<file path="config.mk">
export PLATFORM = sky130hd
export DESIGN_NAME = rr_onehot_arbiter
export DESIGN_NICKNAME = d
export VERILOG_FILES = /design/src/rtl/rr_onehot_arbiter.sv
export SDC_FILE = /design/constraint.sdc
export NUM_CORES = 1
export LEC_CHECK = 0
export ABC_AREA = 0
export CORE_MARGIN = 8
export CORE_UTILIZATION = 30
export DETAILED_ROUTE_END_ITERATION = 16
export SLEW_MARGIN = 5
export SYNTH_ARGS = -nofsm -noshare
export SYNTH_HDL_FRONTEND = slang
export SYNTH_SLANG_ARGS = --single-unit
</file>
<file path="constraint.sdc">
create_clock -name clk -period 3.8 [get_ports clk]
set_clock_uncertainty 0.05 [all_clocks]
set_input_delay 0.95 -clock clk [delete_from_list [all_inputs] [get_ports clk]]
set_output_delay 0.95 -clock clk [all_outputs]
set_load 0.05 [all_outputs]
</file>
<file path="src/rtl/rr_onehot_arbiter.sv">
`default_nettype none
// ============================================================================
// Module   : rr_onehot_arbiter
// Brief    : Registered round-robin arbiter with a valid/ready grant handshake
//            and an optional grant lock bounded by MAX_LOCK consecutive grants.
//            Priority runs from the highest index downward, starting just
//            below the last winner, then wraps.
// Revision : 1.0 - initial release
// ============================================================================
module rr_onehot_arbiter #(
  parameter int N        = 8,
  parameter int MAX_LOCK = 4
) (
  input  logic                 clk,
  input  logic                 rst_n,
  input  logic [N-1:0]         req,
  input  logic                 lock,
  output logic [N-1:0]         gnt,
  output logic [$clog2(N)-1:0] gnt_idx,
  output logic                 gnt_valid,
  input  logic                 gnt_ready
);

  localparam int C_IW = $clog2(N);
  // Lock counter only needs to reach MAX_LOCK-1; keep at least one bit.
  localparam int C_LW = (MAX_LOCK > 1) ? $clog2(MAX_LOCK) : 1;
  localparam logic [C_LW-1:0] C_LOCK_LAST = C_LW'(MAX_LOCK - 1);

  typedef enum logic [0:0] {
    S_IDLE  = 1'b0,
    S_GRANT = 1'b1
  } state_t;

  state_t          r_state;
  state_t          w_state_nxt;
  logic [N-1:0]    r_gnt;
  logic [N-1:0]    w_gnt_nxt;
  logic [C_IW-1:0] r_idx;
  logic [C_IW-1:0] w_idx_nxt;
  logic [N-1:0]    r_last;
  logic [N-1:0]    w_last_nxt;
  logic [C_LW-1:0] r_lock_cnt;
  logic [C_LW-1:0] w_lock_cnt_nxt;

  logic            w_hs;
  logic            w_regrant;
  logic [N-1:0]    w_last_eff;
  logic [N-1:0]    w_mask;
  logic [N-1:0]    w_req_m;
  logic [N-1:0]    w_win;
  logic [C_IW-1:0] w_win_idx;

  // Highest set bit as one-hot: reversed prefix-OR, then edge detect.
  function automatic logic [N-1:0] f_highest(input logic [N-1:0] x);
    logic [N-1:0] pre;
    logic [N-1:0] y;
    pre[N-1] = x[N-1];
    for (int i = N - 2; i >= 0; i--) begin
      pre[i] = x[i] | pre[i+1];
    end
    y[N-1] = pre[N-1];
    for (int i = 0; i < N - 1; i++) begin
      y[i] = pre[i] & ~pre[i+1];
    end
    return y;
  endfunction

  // One-hot to binary; zero input gives zero.
  function automatic logic [C_IW-1:0] f_encode(input logic [N-1:0] x);
    logic [C_IW-1:0] idx;
    idx = '0;
    for (int i = 0; i < N; i++) begin
      if (x[i]) begin
        idx = idx | C_IW'(i);
      end
    end
    return idx;
  endfunction

  assign w_hs      = (r_state == S_GRANT) && gnt_ready;
  assign w_regrant = w_hs && lock && req[r_idx] && (r_lock_cnt < C_LOCK_LAST);

  // On a handshake the grant being retired becomes the pointer this same
  // cycle, so the next winner is chosen without a bubble.
  assign w_last_eff = w_hs ? r_gnt : r_last;
  assign w_mask     = (w_last_eff == '0) ? '1 : (w_last_eff - N'(1));
  assign w_req_m    = req & w_mask;
  assign w_win      = (|w_req_m) ? f_highest(w_req_m) : f_highest(req);
  assign w_win_idx  = f_encode(w_win);

  // Next-state, next-grant, pointer and lock-counter decisions.
  always_comb begin
    w_state_nxt    = r_state;
    w_gnt_nxt      = r_gnt;
    w_idx_nxt      = r_idx;
    w_last_nxt     = r_last;
    w_lock_cnt_nxt = r_lock_cnt;
    case (r_state)
      S_IDLE: begin
        if (|req) begin
          w_gnt_nxt   = w_win;
          w_idx_nxt   = w_win_idx;
          w_state_nxt = S_GRANT;
        end
      end
      S_GRANT: begin
        if (w_regrant) begin
          // Same requester again; pointer stays put.
          w_lock_cnt_nxt = r_lock_cnt + C_LW'(1);
        end else if (w_hs) begin
          w_last_nxt     = r_gnt;
          w_lock_cnt_nxt = '0;
          if (|req) begin
            w_gnt_nxt = w_win;
            w_idx_nxt = w_win_idx;
          end else begin
            w_gnt_nxt   = '0;
            w_idx_nxt   = '0;
            w_state_nxt = S_IDLE;
          end
        end
      end
      default: begin
        w_state_nxt = S_IDLE;
        w_gnt_nxt   = '0;
        w_idx_nxt   = '0;
      end
    endcase
  end

  // State and grant registers; reset drops any pending grant at once.
  always_ff @(posedge clk or negedge rst_n) begin
    if (!rst_n) begin
      r_state    <= S_IDLE;
      r_gnt      <= '0;
      r_idx      <= '0;
      r_last     <= '0;
      r_lock_cnt <= '0;
    end else begin
      r_state    <= w_state_nxt;
      r_gnt      <= w_gnt_nxt;
      r_idx      <= w_idx_nxt;
      r_last     <= w_last_nxt;
      r_lock_cnt <= w_lock_cnt_nxt;
    end
  end

  assign gnt       = r_gnt;
  assign gnt_idx   = r_idx;
  assign gnt_valid = (r_state == S_GRANT);

endmodule
`default_nettype wire
</file>
# After elaboration in Yosys (flattened, before gate mapping)
# Cells that the tools add are included.
[totals]
out_inout_bits = 12
in_bits = 12
register_bits = 22
wordCells = 96
[op_classes]
n_mux = 28
n_reduce_logical = 11
n_eq_ne = 3
bitwise_logic = 45
magnitude_cmp = 2
addsub = 2
[ops]
columns = ["op", "n"]
rows = [
  ["8-bit 2-to-1 mux", 7],
  ["3-bit 2-to-1 mux", 8],
  ["1-bit inverter", 16],
  ["8-bit case mux with 2 select lines", 1],
  ["8-bit OR reduction", 2],
  ["1-bit AND", 14],
  ["1-bit OR", 14],
  ["8-bit AND", 1],
  ["8-bit logical NOT", 1],
  ["2-bit 2-to-1 mux", 4],
  ["8-bit by 1-bit subtractor with 8-bit output, second input constant", 1],
  ["3-bit case mux with 2 select lines", 1],
  ["1-bit 2-to-1 mux", 5],
  ["1-bit logical AND", 4],
  ["3-bit by 4-bit < comparator with 1-bit output, second input constant", 1],
  ["2-bit inequality test, second input constant", 2],
  ["2-bit AND reduction", 2],
  ["1-bit binary-select mux with 3-bit select", 1],
  ["3-bit AND reduction", 1],
  ["2-bit by 1-bit adder with 2-bit output, second input constant", 1],
  ["2-bit < comparator, second input constant", 1],
  ["2-bit by 1-bit inequality test with 1-bit output, second input constant", 1],
  ["1-bit case mux with 2 select lines", 1],
  ["2-bit nonzero test", 1],
]

# Depth between registers and ports, before layout
# Gate-level depths: netlist (run 1).
[logic_depth]
ltp_word = 25
depth_mapped = 12
depth_no_buf = 11

# Least setup slack after synthesis (run 1)
# No wires, ideal clock.
[synth_path]
path_kind = "input port to flip-flop"
start = "in gnt_ready"
end = "reg r_idx[1], in the netlist gnt_idx[1]"
arrival_time_ns = 3.493
setup_slack_ns = 0.128
cell_stages = 12
required_ns = 3.621
n_path_buf = 1
setup_time_ns = 0.129
cell_sequence = "nand2_2 buf_2 mux2i_1 ha_1 inv_1 a211o_1 a2111oi_2 a31oi_2 or3b_4 nor2_1 and3_1 a2111o_1"
[synth_via]
elab_chain_len = 22
word_cells_on_any_way = 36
classes_between = "add/sub: 1; eq/ne: 2; mux: 14; bitwise: 12; reduce/logical: 7"
[synth_rtl]
columns = ["element", "line", "text"]
rows = [
  ["start: declaration", "21", "input logic gnt_ready"],
  ["1-bit logical AND *", "80", "assign w_hs = (r_state == S_GRANT) && gnt_ready;"],
  ["8-bit 2-to-1 mux", "-", ""],
  ["8-bit by 1-bit subtractor with 8-bit output / 8-bit logical NOT (equally long branches)", "86", "assign w_mask = (w_last_eff == '0) ? '1 : (w_last_eff - N'(1));"],
  ["8-bit 2-to-1 mux", "86", ""],
  ["8-bit AND", "87", "assign w_req_m = req & w_mask;"],
  ["1-bit OR (4 in series)", "59", "pre[i] = x[i] | pre[i+1];"],
  ["1-bit OR / 1-bit inverter (equally long branches)", "59, 63", ""],
  ["1-bit AND", "63", "y[i] = pre[i] & ~pre[i+1];"],
  ["8-bit 2-to-1 mux", "88", "assign w_win = (|w_req_m) ? f_highest(w_req_m) : f_highest(req);"],
  ["2-bit 2-to-1 mux (2 in series)", "73", "if (x[i]) begin"],
  ["3-bit 2-to-1 mux (4 in series)", "73", ""],
  ["3-bit 2-to-1 mux", "113", "if (|req) begin"],
  ["3-bit 2-to-1 mux", "110", "end else if (w_hs) begin"],
  ["3-bit 2-to-1 mux", "107", "if (w_regrant) begin"],
  ["3-bit case mux with 2 select lines", "98", "case (r_state)"],
  ["end signal: assignment", "142", "r_idx <= w_idx_nxt;"],
  ["end: declaration", "38", "logic [C_IW-1:0] r_idx;"],
]
# Mark *: on every way between the ends. The rest lies on a longest branch, timed or not. The select of a mux whose other input is x is not followed.
# A chain may end at the register's enable or synchronous reset.

# Worst setup path in the final report (run 1)
# Ends and elaborated chain as after synthesis.

==> out/metrics.yaml, run 1 <==
synth:
  synth_cell_types: 61
  synth_seq_area_share_pct: 33.9
  nets_in_the_synthesized_netlist: 190
  postSynth.topFlopCell: "sky130_fd_sc_hd__dfrtp_1"
  netlist_top_cells_area: "sky130_fd_sc_hd__dfrtp_1 34%, sky130_fd_sc_hd__nand2_1 4.2%, sky130_fd_sc_hd__mux2_2 4.2%, sky130_fd_sc_hd__o21ai_0 3.4%, sky130_fd_sc_hd__nor2_1 2.8%"
  postSynth.asyncResetShare_pct: 100
  synth.yosys.warnings: 0
  synth_largest_type_area_fraction_pct: 33.9
  syn_avg_cell_area_um2: 9.28
  netlist_instances: 175
  synth_top_area_cell: "sky130_fd_sc_hd__dfrtp_1"
  synth_enable_flop_cells: 0
  synth_seq_cells: 22
  netlist_area_um2: 1620
routing:
  avgViaCountPerCell: 5.21
  detail-route-antenna-nets: 0
  wire_per_inst_um: 16.0
  drt_pass1_iterations: 6
  drt_iter0_markers: 95
  totalWireLength_mm: 4.80
  drc: 0
  vias: 1559
placement:
  post-dp-hpwl_mm: 3.76
  numPortBuffers: 23
  gp_congestion: 0.925
timing:
  timing.fmax_mhz: 280
  setup-violations-final: 0
  final-max-slew-violation-count: 0
  final_min_period_over_clock_period_pct: 94.0
  whs_ns: 0.455
  report.final.hold_viol_count: 0
  timing.setup.tns_ns: 0
  worstMarginPinSlew_ns: 0.651
  grt_setup_unrepaired: "false"
  max-slew-margin-rel_pct: 56.1
  finalWorstPathRequiredPeriod_ns: 3.57
cts:
  cts_setup_buffers: 0
  clock_tree.htree_level_count: 1
  cts.hold.buffers_added: 0
  cts_root_buffer: "sky130_fd_sc_hd__clkbuf_8"
  tritoncts: "yes"
  cts_inserted_buffers: 3
  cts.path.max_buffers: 2
  clk_pin_slew_worst_paths_ns: 0.08
  insertion_delay_ns: 0.26
  cts.sink_count: 22
layout:
  final_layout_size_suffix_gt1_share_pct: 22.7
  layout.cells.most_common_list: "33 x sky130_fd_sc_hd__buf_4, 23 x sky130_fd_sc_hd__clkdlybuf4s50_1, 22 x sky130_fd_sc_hd__dfrtp_1"
  most_common_cell_after_layout_fill_and_taps_aside: "sky130_fd_sc_hd__buf_4"
  diodes_inserted: 0
  area.growth.synth_to_final_pct: 35.7
  area.sequential_um2: 551
  layout.filler_cells: 516
  multi_input_area_um2: 1020
  num-nets-final: 246
floorplan:
  io_pins: 24
  floorplan.die.height_um: 89.6
  placementRows: 26
  die_w_um: 89.6
  initial_core_util_pct: 31.4
  coreArea_um2: 5170
  die-area_um2: 8020
global_routing:
  grt_start_max_net_pins: 23
  overflow: 0
  groute.layer.met2.usage_pct: 20.2
  fraction_of_met1_tracks_used_by_global_routing_pct: 16.4
  grt_antenna_before_repair: 0
  global_route_wire_length_before_repair_mm: 7.74
  gr-usage-met3_pct: 2.37
  grt-busiest-layer: "met2"
  grt_pass1_vias: 1574
  tot_gr_track_use_pct: 12.4
hold_path:
  timing.hold.worst.class: "reg2reg"
  worst_hold_path.endpoint: "r_lock_cnt[1]"
  hp-start: "r_lock_cnt[1]"
  whs_path_depth: 2
worst_setup_path:
  r2r_end: "gnt_idx[1]"
  critPathTopFamily: "compound AO/OA/AOI/OAI gates"
  critical_path_peak_fanout: 4
  rr_worst_depth: 11
  rrSetupSlack_ns: 0.68
  timing.critical_path.to_type: "flop"
  critical_path_required_ns: 3.90
  critical_path.cell_chain: "clkdlybuf4s50_1 > nand2_2 > a21boi_1 > ha_1 > inv_1 > a211o_1 > o31ai_1 > a22oi_1 > nand3_1 > o31ai_1 > and2b_1 > a2111o_1"
  critPathSlowestCell: "sky130_fd_sc_hd__clkdlybuf4s50_1"
  arrival_ns: 3.67
  timing.rr.start: "gnt_valid"
  critPathMaxStageDelay_ns: 0.52
  timing.setup.critical_path_class: "in2reg"
  cpMostUsedCell: "sky130_fd_sc_hd__o31ai_1"
  critical_path.n_buffers_inverters: 2
  setup.worst_path.start_class: "input pin"
run:
  drv_cap: 0
run_status:
  status: "complete, no violations"
power_and_ir_drop:
  total_power_mw: 1.81
  total_leakage_power_nw: 1.02
  vdd.ir_drop.worst_v: 0.000426
  power-per-cell-area_nw_per_um2: 821
area by class of cell:
cell class	count	area share, %
Timing Repair Buffer	56	21.7
Tap cell	70	3.97
Multi-Input combinational cell	142	46.5
Clock buffer	3	1.87
Sequential cell	22	25.0
Inverter	6	1.02
per-layer routing:
metal | share of wire, % | up-vias
li1 | - | 780
met1 | 50 | 735
met2 | 45 | 35
met3 | 3.9 | 9
met4 | 1.6 | 0
met5 | 0 | -
worst register-to-register path, cell delays in order, from the launching register on:
cell and delay (ns):
sky130_fd_sc_hd__dfrtp_1 0.69, sky130_fd_sc_hd__nand2_2 0.17, sky130_fd_sc_hd__a21boi_1 0.25, sky130_fd_sc_hd__ha_1 0.20
sky130_fd_sc_hd__inv_1 0.05, sky130_fd_sc_hd__a211o_1 0.29, sky130_fd_sc_hd__o31ai_1 0.36, sky130_fd_sc_hd__a22oi_1 0.19
sky130_fd_sc_hd__nand3_1 0.15, sky130_fd_sc_hd__o31ai_1 0.09, sky130_fd_sc_hd__and2b_1 0.16, sky130_fd_sc_hd__a2111o_1 0.37
through the flow:
| step | std cells | worst slack, ns | area [µm²] | utilization, % |
|---|---|---|---|---|
| CTS | 299 | 0.139 | 2200 | 42.6 |
| floorplan | 175 | 0.128 | 1620 | - |
| global placement | 296 | 0.00847 | 2160 | 41.8 |
| global route | 299 | 0.0612 | 2200 | 42.6 |
| finish | 299 | 0.230 | 2200 | 42.6 |
| detailed placement | 296 | -0.0940 | 2160 | 41.8 |
state kept, by name, summed over array words and instances, names as in the netlist:
signal / cells
r_last: 8
gnt: 8
gnt_valid: 1
gnt_idx: 3
r_lock_cnt: 2
kinds of logic after synthesis:
| logic type | synth area share, % |
|---|---|
| AND/OR/NAND/NOR | 24.7 |
| XOR/XNOR | 1.62 |
| buffers and inverters | 3.00 |
| adder cells (fa/ha/maj) | 2.31 |
| flip-flops | 33.9 |
| multiplexers | 9.09 |
| AO/OA/AOI/OAI | 25.4 |
power breakdown:
group	leakage, nW	internal [mW]	switching, mW
sequential	0.284	0.330	0.124
combinational	0.719	0.540	0.668
clock	0.0216	0.0708	0.0770
synthesized netlist by cell type (3+ instances only):
master,instances
sky130_fd_sc_hd__a211o_1,3
sky130_fd_sc_hd__a21o_1,4
sky130_fd_sc_hd__nor2b_1,3
sky130_fd_sc_hd__nand2_1,18
sky130_fd_sc_hd__nor2_1,12
sky130_fd_sc_hd__dfrtp_1,22
sky130_fd_sc_hd__a21oi_1,8
sky130_fd_sc_hd__nand3_1,5
sky130_fd_sc_hd__and2_1,3
sky130_fd_sc_hd__mux2_2,6
sky130_fd_sc_hd__buf_2,3
sky130_fd_sc_hd__inv_1,6
sky130_fd_sc_hd__nand4_1,4
sky130_fd_sc_hd__o21ai_0,11
sky130_fd_sc_hd__a211oi_1,4
sky130_fd_sc_hd__nand3b_1,3
sky130_fd_sc_hd__ha_1,3
sky130_fd_sc_hd__mux2i_1,4
sky130_fd_sc_hd__o31ai_1,3
worst max-delay path by stage:
stage                          from         end  cells after the start
after global placement    gnt_ready  gnt_idx[1]                     12
after CTS                 gnt_ready  gnt_idx[1]                     12
after global routing      gnt_ready  gnt_idx[0]                     13
after floorplan           gnt_ready  gnt_idx[1]                     12
after detailed placement  gnt_ready  gnt_idx[1]                     12
final                     gnt_ready  gnt_idx[1]                     12
repair_timing:
action,in CTS,in global routing
setup endpoints to repair,0,1
hold endpoints to repair,0,0
gates resized for setup,0,1
Note: power is estimated with default switching activity, not from simulation.
==> run 2: changes to the inputs <==
Settings changed: PLACE_DENSITY from default to 0.48, TNS_END_PERCENT from default to 5.
==> run 2 against run 1 <==
Combinational power rose by 7%. Sequential share of layout area down 0.51 points. Worst hold slack worse by 0.0049 ns. Cell area grew 2.1%. Critical endpoint is now gnt[0]. Largest power group unchanged. Highest routed layer unchanged.
==> out/metrics.yaml, run 2 (same netlist as run 1, synthesis figures left out) <==
run_status:
  status: "complete, no violations"
cts:
  cts.sink_count: 22  # unchanged
  cts_inserted_buffers: 3  # unchanged
  cts_setup_buffers: 0  # unchanged
  cts.path.max_buffers: 2  # unchanged
  cts_root_buffer: "sky130_fd_sc_hd__clkbuf_8"
  clk_pin_slew_worst_paths_ns: 0.08  # about the same
  insertion_delay_ns: 0.26  # about the same
  clock_tree.htree_level_count: 1  # unchanged
  tritoncts: "yes"
  cts_resized: 0  # unchanged
  cts.hold.buffers_added: 0  # unchanged
power_and_ir_drop:
  vdd.ir_drop.worst_v: 0.000290  # -32%
  total_leakage_power_nw: 1.04  # +1.2%
  power-per-cell-area_nw_per_um2: 837  # +2.0%
floorplan:
  floorplan.die.height_um: 89.6  # unchanged
  die_w_um: 89.6  # unchanged
  placementRows: 26  # unchanged
  io_pins: 24  # unchanged
  coreArea_um2: 5170  # unchanged
  die-area_um2: 8020  # unchanged
  initial_core_util_pct: 31.4  # unchanged
layout:
  final_layout_size_suffix_gt1_share_pct: 24.3  # +1.6 points
  num-nets-final: 247  # +0.41%
  layout.filler_cells: 524  # +1.6%
  fin_util_pct: 43.5  # +0.90 points
  area.growth.synth_to_final_pct: 38.6
  most_common_cell_after_layout_fill_and_taps_aside: "sky130_fd_sc_hd__buf_4"
  diodes_inserted: 0  # unchanged
  final_instance_area_um2: 2250  # +2.1%
  layout.cells.most_common_list: "34 x sky130_fd_sc_hd__buf_4, 22 x sky130_fd_sc_hd__dfrtp_1, 22 x sky130_fd_sc_hd__clkdlybuf4s50_1"
timing:
  setup-violations-final: 0  # unchanged
  timing.fmax_mhz: 298  # +6.5%
  timing.setup.tns_ns: 0  # unchanged
  max-slew-margin-rel_pct: 32.3  # -24 points
  grt_setup_unrepaired: "false"
  layout_setup_ws_ns: 0.448  # +0.219 ns
  finalWorstPathRequiredPeriod_ns: 3.35  # -0.219 ns
  report.final.hold_viol_count: 0  # unchanged
  final_min_period_over_clock_period_pct: 88.2  # -5.8 points
  worstMarginPinSlew_ns: 1.01  # +0.360 ns
  final-max-slew-violation-count: 0  # unchanged
global_routing:
  tot_gr_track_use_pct: 13.6  # +1.2 points
  overflow: 0  # unchanged
  grt_start_max_net_pins: 23  # unchanged
  grt_antenna_before_repair: 0  # unchanged
  global_route_wire_length_before_repair_mm: 8.31  # +7.3%
  grt_pass1_vias: 1656  # +5.2%
routing:
  drt_iter0_markers: 139  # +46%
  vias: 1628  # +4.4%
  wire_per_inst_um: 17.1  # +6.5%
  drc: 0  # unchanged
  drt_pass1_iterations: 4  # -2
  totalWireLength_mm: 5.13  # +6.9%
  detail-route-antenna-nets: 0  # unchanged
  avgViaCountPerCell: 5.43  # +4.1%
worst_setup_path:
  critical_path_peak_fanout: 5  # +1
  setup.worst_path.start_class: "input pin"
  critical_path_required_ns: 3.90  # about the same
  timing.critical_path.to_type: "flop"
  rrSetupSlack_ns: 0.65  # -0.03 ns
  arrival_ns: 3.45  # -0.22 ns
  timing.setup.critical_path_class: "in2reg"
placement:
  gp_congestion: 0.895  # -3.2%
  numPortBuffers: 23  # unchanged
  placed_cell_area_um2: 2170  # +0.35%
  post-dp-hpwl_mm: 4.10  # +9.1%
  pre_cts_slack_ns: -0.221  # -0.127 ns
hold_path:
  timing.hold.worst.class: "reg2reg"
run:
  drv_cap: 0  # unchanged
## run 2: cell count changes in the layout (fill, tap and decap cells not counted), sizes merged
| cell | previous run | this run |
|---|---|---|
| clkdlybuf4s50 | 23 | 22 |
| dlymetal6s2s | 0 | 1 |
| buf | 33 | 34 |
## run 2: cell type report
class                      count  area [µm²]  area share, %
clock buffer                   3        41.3           1.83
inverter                       6        22.5           1.00
multi-input combinational    142        1060           47.1
sequential                    22         551           24.5
tap                           70        87.6           3.89
timing repair buffer          57         488           21.7
## run 2: worst paths after layout
kind,start,end,cells past startpoint
setup / recovery,req[6],gnt[0],10
hold / removal,r_lock_cnt[1],r_lock_cnt[1],2
setup reg to reg,gnt_valid,gnt_idx[1],11
hold reg to reg,r_lock_cnt[1],r_lock_cnt[1],2
max in group asynchronous,rst_n,gnt[3],1
min in group asynchronous,rst_n,r_lock_cnt[1],1
## run 2: critical path, cell delays in order
cell and delay [ns]:
sky130_fd_sc_hd__clkdlybuf4s50_1 0.42, sky130_fd_sc_hd__buf_4 0.16, sky130_fd_sc_hd__nor4_1 0.29, sky130_fd_sc_hd__buf_4 0.17, sky130_fd_sc_hd__nand3b_1 0.13, sky130_fd_sc_hd__or3_1 0.36, sky130_fd_sc_hd__o21ai_0 0.59, sky130_fd_sc_hd__buf_4 0.23
sky130_fd_sc_hd__nand2_1 0.06, sky130_fd_sc_hd__o41ai_1 0.07
## run 2: through the flow
| stage | hold slack (ns) | power (mW) | cells |
|---|---|---|---|
| finish | 0.450 | 1.88 | 300 |
| global route | 0.488 | 2.02 | 300 |
| detailed placement | 0.437 | 1.69 | 297 |
| floorplan | 0.404 | 1.19 | 175 |
| CTS | 0.455 | 1.84 | 300 |
| global placement | 0.419 | 1.67 | 297 |
## run 2: metal layers
metal | global-route usage, % | vias up | part of all wire, %
li1 | - | 782 | -
met1 | 16.8 | 789 | 45
met2 | 22.3 | 44 | 48
met3 | 2.18 | 13 | 3.8
met4 | 6.95 | 0 | 3.5
met5 | 0 | - | 0
## run 2: report_power, final
part	switching (mW)	leakage, nW	total, mW	internal, mW
logic	0.726	0.732	1.29	0.562
registers	0.120	0.284	0.450	0.330
clock network	0.0758	0.0216	0.147	0.0708
total	0.922	1.04	1.88	0.963
==> run 3: changes to the inputs <==
Clock period 3.8 ns to 3.1 ns, I/O delays scaled along.
==> run 3 against run 2 <==
Clock-buffer cell count is the same. Critical path type unchanged. Final cell count grew 6.0%. Worst hold slack gained 0.0037 ns. Via count grew 4.4%. Global-route usage grew 1.5 points.
==> out/metrics.yaml, run 3 (same netlist as run 1, synthesis figures left out) <==
global_routing:
  tot_gr_track_use_pct: 15.1  # +1.5 points
  global_route_wire_length_before_repair_mm: 9.18  # +10%
  grt_antenna_before_repair: 0  # unchanged
  overflow: 0  # unchanged
  grt_start_max_net_pins: 23  # unchanged
  grt_pass1_vias: 1773  # +7.1%
routing:
  detail-route-antenna-nets: 0  # unchanged
  drt_iter0_markers: 100  # -28%
  drt_pass1_iterations: 4  # unchanged
  wire_per_inst_um: 17.8  # +4.2%
  drc: 0  # unchanged
  avgViaCountPerCell: 5.35  # -1.5%
  vias: 1700  # +4.4%
  totalWireLength_mm: 5.66  # +10%
placement:
  post-dp-hpwl_mm: 4.46  # +8.7%
  placedCellCount: 312  # +5.1%
  numPortBuffers: 23  # unchanged
  gp_congestion: 0.849  # -5.1%
  placed_cell_area_um2: 2350  # +8.1%
layout:
  filler_free_cell_count_of_the_finished_design: 318  # +6.0%
  fin_util_pct: 48.2  # +4.7 points
  final_instance_area_um2: 2490  # +11%
  num-nets-final: 264  # +6.9%
  diodes_inserted: 0  # unchanged
  layout.filler_cells: 490  # -6.5%
  layout.cells.most_common_list: "51 x sky130_fd_sc_hd__buf_4, 22 x sky130_fd_sc_hd__clkdlybuf4s50_1, 21 x sky130_fd_sc_hd__dfrtp_1"
  final_layout_size_suffix_gt1_share_pct: 34.3  # +9.9 points
  area.sequential_um2: 552  # +0.23%
  most_common_cell_after_layout_fill_and_taps_aside: "sky130_fd_sc_hd__buf_4"
  area.growth.synth_to_final_pct: 53.5
  multi_input_area_um2: 1150  # +8.6%
worst_setup_path:
  setup.worst_path.start_class: "input pin"
  timing.setup.critical_path_class: "in2reg"
  critical_path_peak_fanout: 4  # -1
  rr_worst_depth: 11  # unchanged
  arrival_ns: 3.17  # -0.28 ns
  critical_path_required_ns: 3.22  # -0.68 ns
  timing.critical_path.to_type: "flop"
cts:
  clk_pin_slew_worst_paths_ns: 0.09  # about the same
  insertion_delay_ns: 0.27  # about the same
  clock_tree.htree_level_count: 1  # unchanged
  cts_inserted_buffers: 3  # unchanged
  tritoncts: "yes"
  cts.sink_count: 22  # unchanged
  cts_root_buffer: "sky130_fd_sc_hd__clkbuf_8"
  cts.path.max_buffers: 2  # unchanged
power_and_ir_drop:
  power-per-cell-area_nw_per_um2: 1050  # +26%
  vdd.ir_drop.worst_v: 0.000537  # +85%
  total_power_mw: 2.63  # +39%
  total_leakage_power_nw: 1.14  # +10%
timing:
  finalWorstPathRequiredPeriod_ns: 3.05
  setup-violations-final: 0  # unchanged
  final-max-slew-violation-count: 0  # unchanged
  max-slew-margin-rel_pct: 65.0  # +33 points
  final_min_period_over_clock_period_pct: 98.5
  worstMarginPinSlew_ns: 0.523  # -0.489 ns
  report.final.hold_viol_count: 0  # unchanged
  timing.setup.tns_ns: 0  # unchanged
  timing.fmax_mhz: 327
floorplan:
  coreArea_um2: 5170  # unchanged
  io_pins: 24  # unchanged
  die_w_um: 89.6  # unchanged
  floorplan.die.height_um: 89.6  # unchanged
  placementRows: 26  # unchanged
  die-area_um2: 8020  # unchanged
  initial_core_util_pct: 31.4  # unchanged
run:
  drv_cap: 0  # unchanged
run_status:
  status: "complete, no violations"
hold_path:
  whs_path_depth: 1  # -1
  timing.hold.worst.class: "reg2reg"
run 3: worst max-delay path, cell delays in order:
cell                              delay (ns)
sky130_fd_sc_hd__clkdlybuf4s50_1        0.43
sky130_fd_sc_hd__mux4_2                 0.48
sky130_fd_sc_hd__nor2b_1                0.16
sky130_fd_sc_hd__nor4_2                 0.09
sky130_fd_sc_hd__a211o_1                0.30
sky130_fd_sc_hd__or3b_4                 0.43
sky130_fd_sc_hd__buf_4                  0.17
sky130_fd_sc_hd__o41ai_4                0.34
run 3: per-layer routing:
layer	vias up	GRT usage [%]	share of wire (%)	wire length, µm
li1	813	-	-	-
met1	849	18.8	45	2520
met2	32	26.0	50	2830
met3	6	3.28	3.9	219
met4	0	2.72	1.5	87
met5	-	0	0	0
run 3: timing repair:
action	4_1_cts	5_1_grt
pin swaps	2	3
endpoints found under the setup margin	11	10
buffers inserted	1	1
hold buffers	0	0
gates resized for setup	7	9
run 3: final timing paths:
path	startpoint	endpoint	slack, ns
max in group asynchronous	rst_n	gnt_valid	1.94
min in group asynchronous	rst_n	r_last[1]	0.81
worst min register to register	r_lock_cnt[0]	r_lock_cnt[0]	0.45
worst max register to register	gnt_valid	gnt_idx[1]	0.31
worst min-delay path	r_lock_cnt[0]	r_lock_cnt[0]	0.45
worst max-delay path	req[7]	gnt[0]	0.05
run 3: area by class of cell:
class / instances / area share, %
timing repair buffer: 74 / 24.4
inverter: 6 / 0.903
clock inverter: 1 / 1.20
clock buffer: 3 / 1.66
sequential: 22 / 22.1
multi-input combinational: 142 / 46.2
tap: 70 / 3.51
run 3: power breakdown:
part,switching [mW],total [mW],internal [mW]
Sequential,0.167,0.571,0.404
Clock,0.109,0.282,0.173
Combinational,0.957,1.77,0.815
run 3: through the flow:
stage	setup slack, ns	hold slack [ns]
final	0.0459	0.454
after global routing	-0.0223	0.485
after CTS	-0.0246	0.462
after detailed placement	-0.648	0.441
after global placement	-0.655	0.418
after floorplan	-0.107	0.403
